`src/rtl/match_round_controller.sv`:
```
// Round/match sequencer for a best-of-N fight: reloads health, runs the countdown and
// round clock, gates attacks, scores KOs and timeouts and declares the match winner.
//
// state      | meaning
// S_IDLE     | waiting for a start edge, all outputs 0
// S_LOAD     | one cycle, health_reset pulsed
// S_COUNT    | pre-fight countdown, sec_count shows seconds left
// S_FIGHT    | attacks enabled, round clock running, KO/timeout watched
// S_REND     | post-round display hold
// S_OVER     | match decided, outputs frozen until a start edge
module match_round_controller #(
   parameter int CLK_HZ            = 100_000_000,
   parameter int COUNTDOWN_SECONDS = 3,
   parameter int ROUND_SECONDS     = 60,
   parameter int KO_HOLD_SECONDS   = 2,
   parameter int ROUNDS_TO_WIN     = 2
) (
   input  logic       clk,
   input  logic       reset,
   input  logic       start,
   input  logic [8:0] health_1,
   input  logic [8:0] health_2,
   output logic       health_reset,
   output logic       fight_enable,
   output logic [2:0] phase,
   output logic [6:0] sec_count,
   output logic [2:0] round_num,
   output logic [1:0] p1_rounds,
   output logic [1:0] p2_rounds,
   output logic [1:0] round_winner,
   output logic [1:0] match_winner
);

   localparam int PW = (CLK_HZ > 1) ? $clog2(CLK_HZ) : 1;

   typedef enum logic [2:0] {
      S_IDLE  = 3'd0,
      S_LOAD  = 3'd1,
      S_COUNT = 3'd2,
      S_FIGHT = 3'd3,
      S_REND  = 3'd4,
      S_OVER  = 3'd5
   } state_t;

   state_t        state_q, state_d;
   logic [PW-1:0] presc_q, presc_d;
   logic          start_q;
   logic [6:0]    sec_q, sec_d;
   logic [6:0]    hold_q, hold_d;
   logic [2:0]    round_q, round_d;
   logic [1:0]    p1_q, p1_d, p2_q, p2_d;
   logic [1:0]    rw_q, rw_d, mw_q, mw_d;
   logic          hrst_q, hrst_d;
   logic          fen_q, fen_d;

   logic          start_rise, sec_tick, round_done;
   logic [1:0]    win;

   // Down-counter equivalent of a 0..CLK_HZ-1 prescaler; reloaded on every phase entry.
   assign sec_tick   = (presc_q == '0);
   assign start_rise = start & ~start_q;

   always_comb begin
      state_d    = state_q;
      sec_d      = sec_q;
      hold_d     = hold_q;
      round_d    = round_q;
      p1_d       = p1_q;
      p2_d       = p2_q;
      rw_d       = rw_q;
      mw_d       = mw_q;
      fen_d      = fen_q;
      hrst_d     = 1'b0;
      round_done = 1'b0;
      win        = 2'b00;

      case (state_q)
         S_IDLE, S_OVER: begin
            if (start_rise) begin
               state_d = S_LOAD;
               hrst_d  = 1'b1;
               p1_d    = 2'd0;
               p2_d    = 2'd0;
               rw_d    = 2'b00;
               mw_d    = 2'b00;
               round_d = 3'd1;
               sec_d   = 7'd0;
            end
         end
         S_LOAD: begin
            state_d = S_COUNT;
            sec_d   = 7'(COUNTDOWN_SECONDS);
         end
         S_COUNT: begin
            if (sec_tick) begin
               if (sec_q == 7'd1) begin
                  state_d = S_FIGHT;
                  sec_d   = 7'(ROUND_SECONDS);
                  fen_d   = 1'b1;
               end else begin
                  sec_d = sec_q - 7'd1;
               end
            end
         end
         S_FIGHT: begin
            // KO checks come before the timeout so a KO on the final tick still counts as a KO.
            if (health_1 == 9'd0 && health_2 == 9'd0) begin
               round_done = 1'b1;
            end else if (health_2 == 9'd0) begin
               round_done = 1'b1;
               win        = 2'b01;
            end else if (health_1 == 9'd0) begin
               round_done = 1'b1;
               win        = 2'b10;
            end else if (sec_tick && sec_q == 7'd1) begin
               round_done = 1'b1;
               if (health_1 > health_2)      win = 2'b01;
               else if (health_2 > health_1) win = 2'b10;
            end else if (sec_tick) begin
               sec_d = sec_q - 7'd1;
            end

            if (round_done) begin
               state_d = S_REND;
               fen_d   = 1'b0;
               sec_d   = 7'd0;
               hold_d  = 7'(KO_HOLD_SECONDS);
               rw_d    = win;
               if (win == 2'b01 && p1_q != 2'd3) p1_d = p1_q + 2'd1;
               if (win == 2'b10 && p2_q != 2'd3) p2_d = p2_q + 2'd1;
            end
         end
         S_REND: begin
            if (sec_tick) begin
               if (hold_q == 7'd1) begin
                  if (p1_q == 2'(ROUNDS_TO_WIN)) begin
                     state_d = S_OVER;
                     mw_d    = 2'b01;
                  end else if (p2_q == 2'(ROUNDS_TO_WIN)) begin
                     state_d = S_OVER;
                     mw_d    = 2'b10;
                  end else begin
                     state_d = S_LOAD;
                     hrst_d  = 1'b1;
                     if (round_q != 3'd7) round_d = round_q + 3'd1;
                  end
               end else begin
                  hold_d = hold_q - 7'd1;
               end
            end
         end
         default: state_d = S_IDLE;
      endcase

      if (state_d != state_q || sec_tick) presc_d = PW'(CLK_HZ - 1);
      else                                presc_d = presc_q - 1'b1;
   end

   always_ff @(posedge clk) begin
      if (reset) begin
         state_q <= S_IDLE;
         presc_q <= PW'(CLK_HZ - 1);
         sec_q   <= 7'd0;
         hold_q  <= 7'd0;
         round_q <= 3'd0;
         p1_q    <= 2'd0;
         p2_q    <= 2'd0;
         rw_q    <= 2'b00;
         mw_q    <= 2'b00;
         hrst_q  <= 1'b0;
         fen_q   <= 1'b0;
      end else begin
         state_q <= state_d;
         presc_q <= presc_d;
         sec_q   <= sec_d;
         hold_q  <= hold_d;
         round_q <= round_d;
         p1_q    <= p1_d;
         p2_q    <= p2_d;
         rw_q    <= rw_d;
         mw_q    <= mw_d;
         hrst_q  <= hrst_d;
         fen_q   <= fen_d;
      end
   end

   // Edge register keeps tracking through reset so a button held across reset cannot start a match.
   always_ff @(posedge clk) begin
      start_q <= start;
   end

   assign phase        = state_q;
   assign health_reset = hrst_q;
   assign fight_enable = fen_q;
   assign sec_count    = sec_q;
   assign round_num    = round_q;
   assign p1_rounds    = p1_q;
   assign p2_rounds    = p2_q;
   assign round_winner = rw_q;
   assign match_winner = mw_q;

endmodule

```
`config.mk`:
```
export PLATFORM = sky130hd
export DESIGN_NAME = match_round_controller
export DESIGN_NICKNAME = d
export VERILOG_FILES = /design/src/rtl/match_round_controller.sv
export SDC_FILE = /design/constraint.sdc
export NUM_CORES = 1
export LEC_CHECK = 0
export ABC_AREA = 1
export BUFFER_PORTS_ARGS = -buffer_cell sky130_fd_sc_hd__buf_2
export CORE_ASPECT_RATIO = 2
export CORE_MARGIN = 1
export CORE_UTILIZATION = 40
export DETAILED_ROUTE_END_ITERATION = 16
export SYNTH_ARGS = -nofsm -noshare
export SYNTH_HDL_FRONTEND = slang
export SYNTH_SLANG_ARGS = --single-unit
```
`constraint.sdc`:
```
create_clock -name clk -period 5.7 [get_ports clk]
set_clock_uncertainty 0.2 [all_clocks]
set_input_delay 0.57 -clock clk [delete_from_list [all_inputs] [get_ports clk]]
set_output_delay 0.57 -clock clk [all_outputs]
set_load 0.01 [all_outputs]
```
Word level (Yosys, flattened, before mapping)
Cells that the tools add are included.
W data, S select, Z words.

word-level totals
  flip-flop bits (word level) = 58
  bits of input ports = 21

cells by class
  add/sub/neg operators = 6
  magnitude comparators = 2
  equal/unequal tests = 33
  multiplexer cells = 66
  bitwise operators = 2
  reduce and logical (&&, ||, !) cells = 24

operators with widths
  operator                 number
  $mux W7                  12
  $mux W3                  14
  $mux W2                  17
  $ne A2 B2 Y1 const B     14
  $pmux W7 S4              1
  $logic_not A27 Y1        1
  $sub A27 B1 Y27 const B  1
  $ne A3 B3 Y1 const B     7
  $gt A9 B9 Y1             2
  $logic_not A9 Y1         2
  $pmux W2 S2              4
  $reduce_and A4 Y1        4
  $pmux W3 S5              1
  $eq A7 B1 Y1 const B     2
  $pmux W7 S2              1
  $sub A7 B1 Y7 const B    2
  $mux W1                  13
  $reduce_and A8 Y1        1
  $reduce_bool A2 Y1       4
  $reduce_and A7 Y1        1
  $eq A2 B2 Y1 const B     3
  $eq A3 B2 Y1 const B     2
  $eq A3 B3 Y1 const B     2
  $pmux W3 S2              1
  other kinds (15)         21

Logic depth before layout (Yosys ltp)
Gate-level depths: netlist of the first run.

  word-level depth = 13
  mapped depth = 15
  mapped depth without buffers = 15

Worst setup path after synthesis of the first run
OpenSTA, ideal clock, no wires.

  kind = input port to flip-flop
  start = input port health_1[8]
  end = register p1_q[0] (netlist: p1_rounds[0])
  setup time = 0.132 ns
  arrival = 1.843 ns
  required time = 5.368 ns
  setup slack = 3.525 ns
  stages on the path = 11
  cells stage by stage = inv_1 ha_1 a21o_1 nor2_1 nand3_1 o21ai_0 nand3b_1 nand2_1 nand2_1 nand2_1 a21oi_1

between the ends
  longest elaborated chain between the ends = 12
  elaborated cells between the ends (all ways) = 20
  those cells by class = 2 x order compare; 3 x eq/ne; 11 x mux; 4 x reduce/logical

ends and longest elaborated chain
  what                                    line  RTL
  start, declared                         21    input logic [8:0] health_1,
  $gt A9 B9 Y1                            118   else if (health_2 > health_1) win = 2'b10;
  $mux W2                                 118
  $mux W2                                 117   if (health_1 > health_2) win = 2'b01;
  $mux W2                                 115   end else if (sec_tick && sec_q == 7'd1) begin
  $mux W2                                 112   end else if (health_1 == 9'd0) begin
  $mux W2                                 109   end else if (health_2 == 9'd0) begin
  $mux W2                                 107   if (health_1 == 9'd0 && health_2 == 9'd0) begin
  $mux W2                                 77    case (state_q)
  $eq A2 B1 Y1                            129   if (win == 2'b01 && p1_q != 2'd3) p1_d = p1_q + 2'd1;
  $logic_and A1 B1 Y1                     129
  $ne A2 B2 Y1 (no source line)           n/a
  $reduce_and A4 Y1 (no source line) (*)  n/a
  end signal, assigned                    178   p1_q <= p1_d;
  end, declared                           51    logic [1:0] p1_q, p1_d, p2_q, p2_d;

Mark *: on every way between the ends. The rest lies on a longest branch, timed or not. The select of a mux whose other input is x is not followed.
A chain may end at the register's enable or synchronous reset.

Worst setup path in the final report of the first run
  start = register presc_q[0]
  end = register presc_q[20]

between the ends
  longest elaborated chain between the ends = 12
  elaborated cells between the ends (all ways) = 15
  those cells by class = 1 x add/sub; 1 x eq/ne; 9 x mux; 4 x reduce/logical

ends and longest elaborated chain
  what                               line  RTL
  start, declared                    46    logic [PW-1:0] presc_q, presc_d;
  start signal, assigned             162   presc_q <= PW'(CLK_HZ - 1);
  start signal, assigned             174   presc_q <= presc_d;
  $logic_not A27 Y1                  60    assign sec_tick = (presc_q == '0);
  $logic_and A1 B1 Y1                115
  $mux W1                            115
  $mux W1                            112
  $mux W1                            109
  $mux W1                            107
  $mux W1                            77
  $mux W3                            123   if (round_done) begin
  $pmux W3 S5                        77
  $ne A3 B3 Y1                       155   if (state_d != state_q || sec_tick) presc_d = PW'(CLK_HZ - 1);
  $logic_or A1 B1 Y1                 155
  $reduce_or A2 Y1 (no source line)  n/a

Parallel ways exist; a longest one is shown, timed or not. The select of a mux whose other input is x is not followed.

==> results.md, run 1 <==
- Critical path cell sequence: inv_1, ha_1, inv_1, nor2_1, nand2_1, nor2_1, nor2b_2, a21oi_1, nand3_2, nor2_1, nor2_2, o211ai_1
- Area occupied by multi-input gates: 2140 um2
- Layout Area Growth over Synthesis: 16.3%
- Pin count of the biggest net entering global routing: 24
- Wire per inst: 13.5 um
- Synth Flop Type: sky130_fd_sc_hd__dfxtp_1
- Final Util: 48.7%
- Number of enable flip-flop cells after synthesis: 0
- Startpoint type of the worst setup path: flop
- Final count of pins violating max slew: 0
- Number of top-level pins: 44
- Width of the die: 69.5 um
- Core outline area: 8710 um2
- WP data required: 5650 ps
- Area occupied by registers: 1160 um2
- Most used cell, CP: sky130_fd_sc_hd__nor2_1
- Routing usage on met3: 3.76%
- Final worst path period need: 2910 ps
- Via count of the first global-routing pass: 3,385
- Total setup buffers inserted after CTS: 0
- Number of max-cap violations: 0
- Library cell contributing the largest single delay on the critical path: sky130_fd_sc_hd__nor2_2
- Number of clock sinks: 58
- Synth Warn #: 0
- H-tree depth: 3
- Critical Path Sink Type: flop
- Syn Nets: 570
- Final cell count without fillers: 679
- Unrepaired setup endpoints after global routing: no
- Floorplan die area: 9520 um2
- Number of distinct library cell variants in the gate-level netlist after synthesis: 39
- Peak supply drop: 0.175 mV
- Mean instance size in the synthesized netlist: 6.90 um2
- Count of input and output buffers: 43
- Final Power: 1.11 mW
- Antenna cells: 0
- First-pass iteration count of the detailed router: 4
- Count of cells resized by post-cts repair: 0
- Slew @ Worst Pin: 1160 ps
- HPWL after DPL: 7.50 mm
- Longest individual stage delay on the worst path: 740 ps
- Clock latency on the worst-skew pair: 330 ps
- Vias post-DR: 3,409
- Starting density of the core: 41.9%
- Origin of the worst min-delay path: start
- Nets: 616
- Count of endpoints failing setup in the final report: 0
- Share of the cycle needed by the critical path after routing: 51.0%
- Drt initial violations: 148
- Global route overflow: 0
- Endpoint of the worst register-to-register path: presc_q[20]
- Global routing met1 resource utilization: 18.4%
- Reg clk slew, reported paths: 50 ps
- Hold-fix buffer count after cts: 0
- Worst slew margin: 22.7%
- Share of flip-flops with an asynchronous set or reset: 0%
- Final hold violations: 0
- Beginning of the worst register-to-register path: presc_q[0]
- Buffer type at the clock tree root: sky130_fd_sc_hd__clkbuf_16
- Total DRC errors in the routed layout: 0
- Die Y-Extent: 137 um
- Total clock buffers created by CTS: 9
- Fraction of the yosys area taken by sequential cells: 31.9%
- Most area-hungry cell type in the Yosys netlist: sky130_fd_sc_hd__dfxtp_1
- Std-Cell Rows: 48
- Deepest clock path buffer count: 2
- Drt total wl: 9.20 mm
- Max Fanout on Critical Path: 20
- Cell with the most instances after synthesis: sky130_fd_sc_hd__nand2_1
- Critical path type: flop to flop
- Gp weighted congestion: 0.952
- Static power due to leakage: 2.00 nW
- TritonCTS clock tree: yes
- Netlist area before placement: 3640 um2
- PwrDens: 263 nW/um2
- Status: complete, no violations
- First-pass GRT wire length: 15.2 mm
- Number of antenna violations at the first check in global routing: 0
- Fraction of synthesized cell area taken by the top area cell type: 31.9%
- Fmax: 0.344 GHz
- Top cells by area in the synthesized netlist: sky130_fd_sc_hd__dfxtp_1 (32%), sky130_fd_sc_hd__nand2_1 (10%), sky130_fd_sc_hd__ha_1 (7.2%), sky130_fd_sc_hd__nor2_1 (7.1%), sky130_fd_sc_hd__inv_1 (7.0%)
- Fraction of layout cells with a size suffix above 1: 18.7%
- R2r setup slk: 2790 ps
- Setup TNS: 0 ps
- Post-Synthesis Cells: 528
- Data arrival time at the worst-slack endpoint: 2860 ps
- Register bit count reported by yosys: 58
- Routing usage on met2: 40.6%
- Overall Global Routing Usage: 20.6%
- Worst R2R Path Depth: 12
- Fillcell total: 876
- Commonest cells in the synthesized netlist: sky130_fd_sc_hd__nand2_1 (99), sky130_fd_sc_hd__nor2_1 (69), sky130_fd_sc_hd__inv_1 (68)
- ANT nets after route: 0
- Vias per std cell: 5.02
- Endpoint of the worst hold-timing path: start_q
- Most utilized layer in the global route result: met2
- Number of cells traversed by the worst hold path: 1
- # placed instances: 663
- Min-Delay Path Class: primary input to flop
==> worst max-delay path, delay by kind of cell, from the launching register on <==
| family | cells | cell delay (ps) |
|---|---|---|
| buf+inv | 2 | 210 |
| flops | 1 | 330 |
| compound gates | 2 | 290 |
| fa+ha+maj | 1 | 170 |
| simple gates | 7 | 1530 |
==> layer usage <==
layer,share of wire (%),vias to the layer above,routed length [um]
li1,-,1786,-
met1,36,1529,3270
met2,57,67,5250
met3,2.6,27,236
met4,4.8,0,440
met5,0,-,0
==> report_power, final <==
group | total, mW | leakage (nW) | internal [mW] | switching [mW]
Clock | 0.530 | 0.145 | 0.337 | 0.193
Combinational | 0.156 | 1.38 | 0.0515 | 0.104
Sequential | 0.429 | 0.470 | 0.418 | 0.0112
==> worst max-delay path by stage <==
stage                start            to  slack (ps)
3_3_place_gp   health_2[1]   presc_q[21]        2820
4_1_cts         presc_q[0]   presc_q[20]        2790
3_5_place_dp   health_2[1]    presc_q[5]        2740
6_report        presc_q[0]   presc_q[20]        2790
5_1_grt         presc_q[0]   presc_q[20]        2510
2_1_floorplan  health_1[8]  p1_rounds[0]        3520
==> state kept, by name, indices dropped and copies added (netlist names), 2 cells and up <==
name	flops
hold_q	7
round_winner	2
phase	3
round_num	3
p1_rounds	2
presc_q	27
p2_rounds	2
sec_count	7
match_winner	2
==> cell usage in the layout, fill, tap and decap left out, types with 3 or more instances in the layout <==
cell type	n
sky130_fd_sc_hd__nand2_2	7
sky130_fd_sc_hd__ha_1	21
sky130_fd_sc_hd__nand4_1	9
sky130_fd_sc_hd__buf_2	43
sky130_fd_sc_hd__inv_2	9
sky130_fd_sc_hd__nand3_2	3
sky130_fd_sc_hd__or2_1	3
sky130_fd_sc_hd__o211ai_1	4
sky130_fd_sc_hd__o21ai_0	12
sky130_fd_sc_hd__o21ai_1	3
sky130_fd_sc_hd__clkbuf_16	9
sky130_fd_sc_hd__dfxtp_1	58
sky130_fd_sc_hd__inv_1	68
sky130_fd_sc_hd__nand3_1	47
sky130_fd_sc_hd__xnor2_1	5
sky130_fd_sc_hd__clkinv_2	3
sky130_fd_sc_hd__nor3_1	11
sky130_fd_sc_hd__nand2_1	99
sky130_fd_sc_hd__nor2_1	69
sky130_fd_sc_hd__nand3b_1	5
sky130_fd_sc_hd__a21oi_1	26
sky130_fd_sc_hd__xor2_1	21
sky130_fd_sc_hd__nor2_2	19
==> kinds of logic after synthesis <==
kind of cell,synth area share (%)
AOI/OAI and AO/OA,8.31
xor gates and xnor gates,6.25
adders and majority gates,7.21
buffers and inverters,9.47
DFF,31.9
and+or+nand+nor,36.9
==> cell type report <==
class | count | area share [%]
multi-input cells | 383 | 50.6
flip-flops and latches | 58 | 27.4
clock buffers | 9 | 5.31
well taps | 100 | 2.95
clock inverters | 7 | 1.65
inverters | 79 | 7.00
repair buffers | 43 | 5.08
==> metrics by stage <==
stage	area, um2	worst slack (ps)	hold slack (ps)
finish	4240	2790	159
global route	4240	2510	158
CTS	4240	2790	144
detailed placement	3940	2740	231
global placement	3940	2820	233
floorplan	3640	3520	204
No activity file was read; power rests on OpenSTA's default activity.
==> inputs of run 2 (changes only) <==
ABC_AREA = 0   (was 1)
clock period = 2.6 ns   (was 5.7 ns; I/O delays follow)
==> results.md, run 2 <==
- Drt total wl: 8.68 mm (-5.6%)
- Min-Delay Path Class: flop to flop
- Combinational Power Share: 10.7% (-3.3 points)
- Fraction of synthesized cell area taken by the top area cell type: 34.7% (+2.8 points)
- Most area-hungry cell type in the Yosys netlist: sky130_fd_sc_hd__dfxtp_1
- Wire per inst: 14.8 um (+9.2%)
- Total clock buffers created by CTS: 9 (unchanged)
- Number of antenna violations at the first check in global routing: 0 (unchanged)
- Sequential Power Share: 38.7% (+0.2 points)
- Std-Cell Rows: 46 (-4.2%)
- Antenna cells: 0 (unchanged)
- Layout Area Growth over Synthesis: 27.7%
- Area occupied by multi-input gates: 2080 um2 (-3.2%)
- Slew @ Worst Pin: 493 ps (-662 ps)
- Vias per std cell: 5.36 (+6.9%)
- Number of top-level pins: 44 (unchanged)
- Critical path type: flop to flop
- Static power due to leakage: 1.77 nW (-11%)
- First-pass GRT wire length: 14.1 mm (-7.3%)
- Number of distinct library cell variants in the gate-level netlist after synthesis: 62 (+59%)
- Commonest non-fill, non-tap cells in the layout: sky130_fd_sc_hd__dfxtp_1 (57), sky130_fd_sc_hd__nor2_1 (48), sky130_fd_sc_hd__nand2_1 (43), sky130_fd_sc_hd__buf_2 (43), sky130_fd_sc_hd__buf_4 (35)
- First-pass iteration count of the detailed router: 4 (unchanged)
- PwrDens: 559 nW/um2 (+110%)
- Via count of the first global-routing pass: 3,156 (-6.8%)
- Number of enable flip-flop cells after synthesis: 0 (unchanged)
- ANT nets after route: 0 (unchanged)
- H-tree depth: 3 (unchanged)
- Synth Warn #: 0 (unchanged)
- Netlist area before placement: 3350 um2 (-8.2%)
- Gp weighted congestion: 0.832 (-13%)
- Number of max-cap violations: 0 (unchanged)
- Switching Fraction: 24.7% (-3.0 points)
- Number of clock sinks: 58 (unchanged)
- Number of flip-flops under the largest register name: 27 (unchanged)
- Fraction of the yosys area taken by sequential cells: 34.7% (+2.8 points)
- Commonest cells in the synthesized netlist: sky130_fd_sc_hd__dfxtp_1 (58), sky130_fd_sc_hd__nor2_1 (48), sky130_fd_sc_hd__nand2_1 (44)
- Peak supply drop: 0.401 mV (+130%)
- Total DRC errors in the routed layout: 0 (unchanged)
- Synth Flop Type: sky130_fd_sc_hd__dfxtp_1
- TritonCTS clock tree: yes
- Register bit count reported by yosys: 58 (unchanged)
- Final worst-path setup slack: 34.5 ps (-2760 ps)
- Fraction of layout cells with a size suffix above 1: 25.5% (+6.8 points)
- Die Y-Extent: 131 um (-4.1%)
- Width of the die: 66.7 um (-4.1%)
- Deepest clock path buffer count: 2 (unchanged)
- Int Pwr: 1.80 mW (+120%)
- Overall Global Routing Usage: 21.3% (+0.65 points)
- Count of endpoints failing setup in the final report: 0 (unchanged)
- Buffer type at the clock tree root: sky130_fd_sc_hd__clkbuf_16
- Count of input and output buffers: 43 (unchanged)
- WP data required: 2670 ps (-2980 ps)
- Mean instance size in the synthesized netlist: 8.22 um2 (+19%)
- Global route overflow: 0 (unchanged)
- Area occupied by registers: 1160 um2 (+0.11%)
- Worst slew margin: 67.1% (+44 points)
- Fmax: 0.390 GHz (+13%)
- Syn Nets: 449 (-21%)
- Reg clk slew, reported paths: 50 ps (about the same)
- Final Util: 53.4% (+4.7 points)
- Top cells by area in the synthesized netlist: sky130_fd_sc_hd__dfxtp_1 (35%), sky130_fd_sc_hd__ha_1 (7.9%), sky130_fd_sc_hd__nor2_1 (5.4%), sky130_fd_sc_hd__nand2_1 (4.9%), sky130_fd_sc_hd__xnor2_1 (3.9%)
- HPWL after DPL: 6.75 mm (-9.9%)
- Starting density of the core: 41.8% (about the same)
- Nets: 528 (-14%)
- Critical Path Sink Type: flop
- Reported net switching power: 589 uW (+91%)
- Cell with the most instances after synthesis: sky130_fd_sc_hd__dfxtp_1
- Share of flip-flops with an asynchronous set or reset: 0% (unchanged)
- Core outline area: 8000 um2 (-8.1%)
- Drt initial violations: 124 (-16%)
- Startpoint type of the worst setup path: flop
- Minimum setup slack after placement: -55.7 ps (-2800 ps)
- Share of the cycle needed by the critical path after routing: 98.7% (+48 points)
- Final hold violations: 0 (unchanged)
- Most common cell after layout, fill and taps aside: sky130_fd_sc_hd__dfxtp_1
- Vias post-DR: 3,149 (-7.6%)
- Pin count of the biggest net entering global routing: 25 (+4.2%)
- Fillcell total: 761 (-13%)
- Setup TNS: 0 ps (unchanged)
- Floorplan die area: 8760 um2 (-8.0%)
- Max Fanout on Critical Path: 4 (-80%)
- Post-Synthesis Cells: 407 (-23%)
- Clock latency on the worst-skew pair: 330 ps (about the same)
- Top reg by flops: presc_q
- Unrepaired setup endpoints after global routing: yes
- Final count of pins violating max slew: 0 (unchanged)
- Status: complete, no violations
- Data arrival time at the worst-slack endpoint: 2630 ps (-230 ps)
- Clock share of power: 50.6% (+3.1 points)
- Final worst path period need: 2570 ps (-340 ps)
-- run 2: worst max-delay path, stage by stage, from the launching register on --
cell and delay (ps):
sky130_fd_sc_hd__dfxtp_2 330, sky130_fd_sc_hd__or4_4 540, sky130_fd_sc_hd__nor3_4 250, sky130_fd_sc_hd__and4_4 280, sky130_fd_sc_hd__a31oi_2 100, sky130_fd_sc_hd__or3_4 350
sky130_fd_sc_hd__or3_1 320, sky130_fd_sc_hd__a21oi_1 140
-- run 2: power groups by stage --
stage	clock [mW]	combinational [mW]	sequential, mW
after floorplan	0	0.153	0.944
after global placement	0	0.246	0.943
after detailed placement	0	0.251	0.943
after CTS	1.22	0.254	0.925
after global routing	1.26	0.285	0.928
final	1.21	0.255	0.925
-- run 2: worst paths after layout --
path                             startpoint           end  slack, ps  cells past startpoint
worst max-delay path            presc_q[14]  p1_rounds[0]         30                      7
worst min-delay path             presc_q[0]    presc_q[0]        230                      1
worst max register to register  presc_q[14]  p1_rounds[0]         30                      7
worst min register to register   presc_q[0]    presc_q[0]        230                      1
-- run 2: routing by layer --
metal  global-route usage, %  vias to the layer above  wire length [um]
li1                        -                     1591                 -
met1                    18.5                     1476              3020
met2                    41.2                       63              5090
met3                    4.86                       19               311
met4                    11.6                        0               258
met5                       0                        -                 0
-- run 2: layout make-up --
cell class                      instances  share of cell area (%)
Clock buffer                           12                    6.00
Clock inverter                          4                    1.17
Inverter                               24                    2.11
Multi-Input combinational cell        312                    48.6
Sequential cell                        58                    27.2
Tap cell                               96                    2.81
Timing Repair Buffer                   81                    12.1
-- run 2: cell families (layout without fill, tap and decap cells) --
kind of cell | after synthesis | in the layout | share of synthesized area [%]
buffers and inverters | 37 | 121 | 4.60
muxes | 1 | 1 | 0.299
adders and majority gates | 21 | 21 | 7.85
AOI/OAI and AO/OA | 74 | 74 | 14.1
and+or+nand+nor | 187 | 187 | 30.9
DFF | 58 | 58 | 34.7
xor gates and xnor gates | 29 | 29 | 7.59
-- run 2: repair_timing --
action                     4_1_cts  5_1_grt
setup endpoints to repair        4       28
setup buffers                    0        6
resized for setup                2        9
hold buffers                     1        1
hold endpoints to repair         1        1
pin swaps                        0       11
-- run 2: through the flow --
stage	hold slack, ps	power, mW	instance area (um2)	cells
after floorplan	87.7	1.10	3350	407
after global placement	175	1.19	3860	563
after detailed placement	180	1.19	3860	563
after CTS	2.56	2.40	4180	580
after global routing	238	2.47	4270	587
final	227	2.39	4270	587
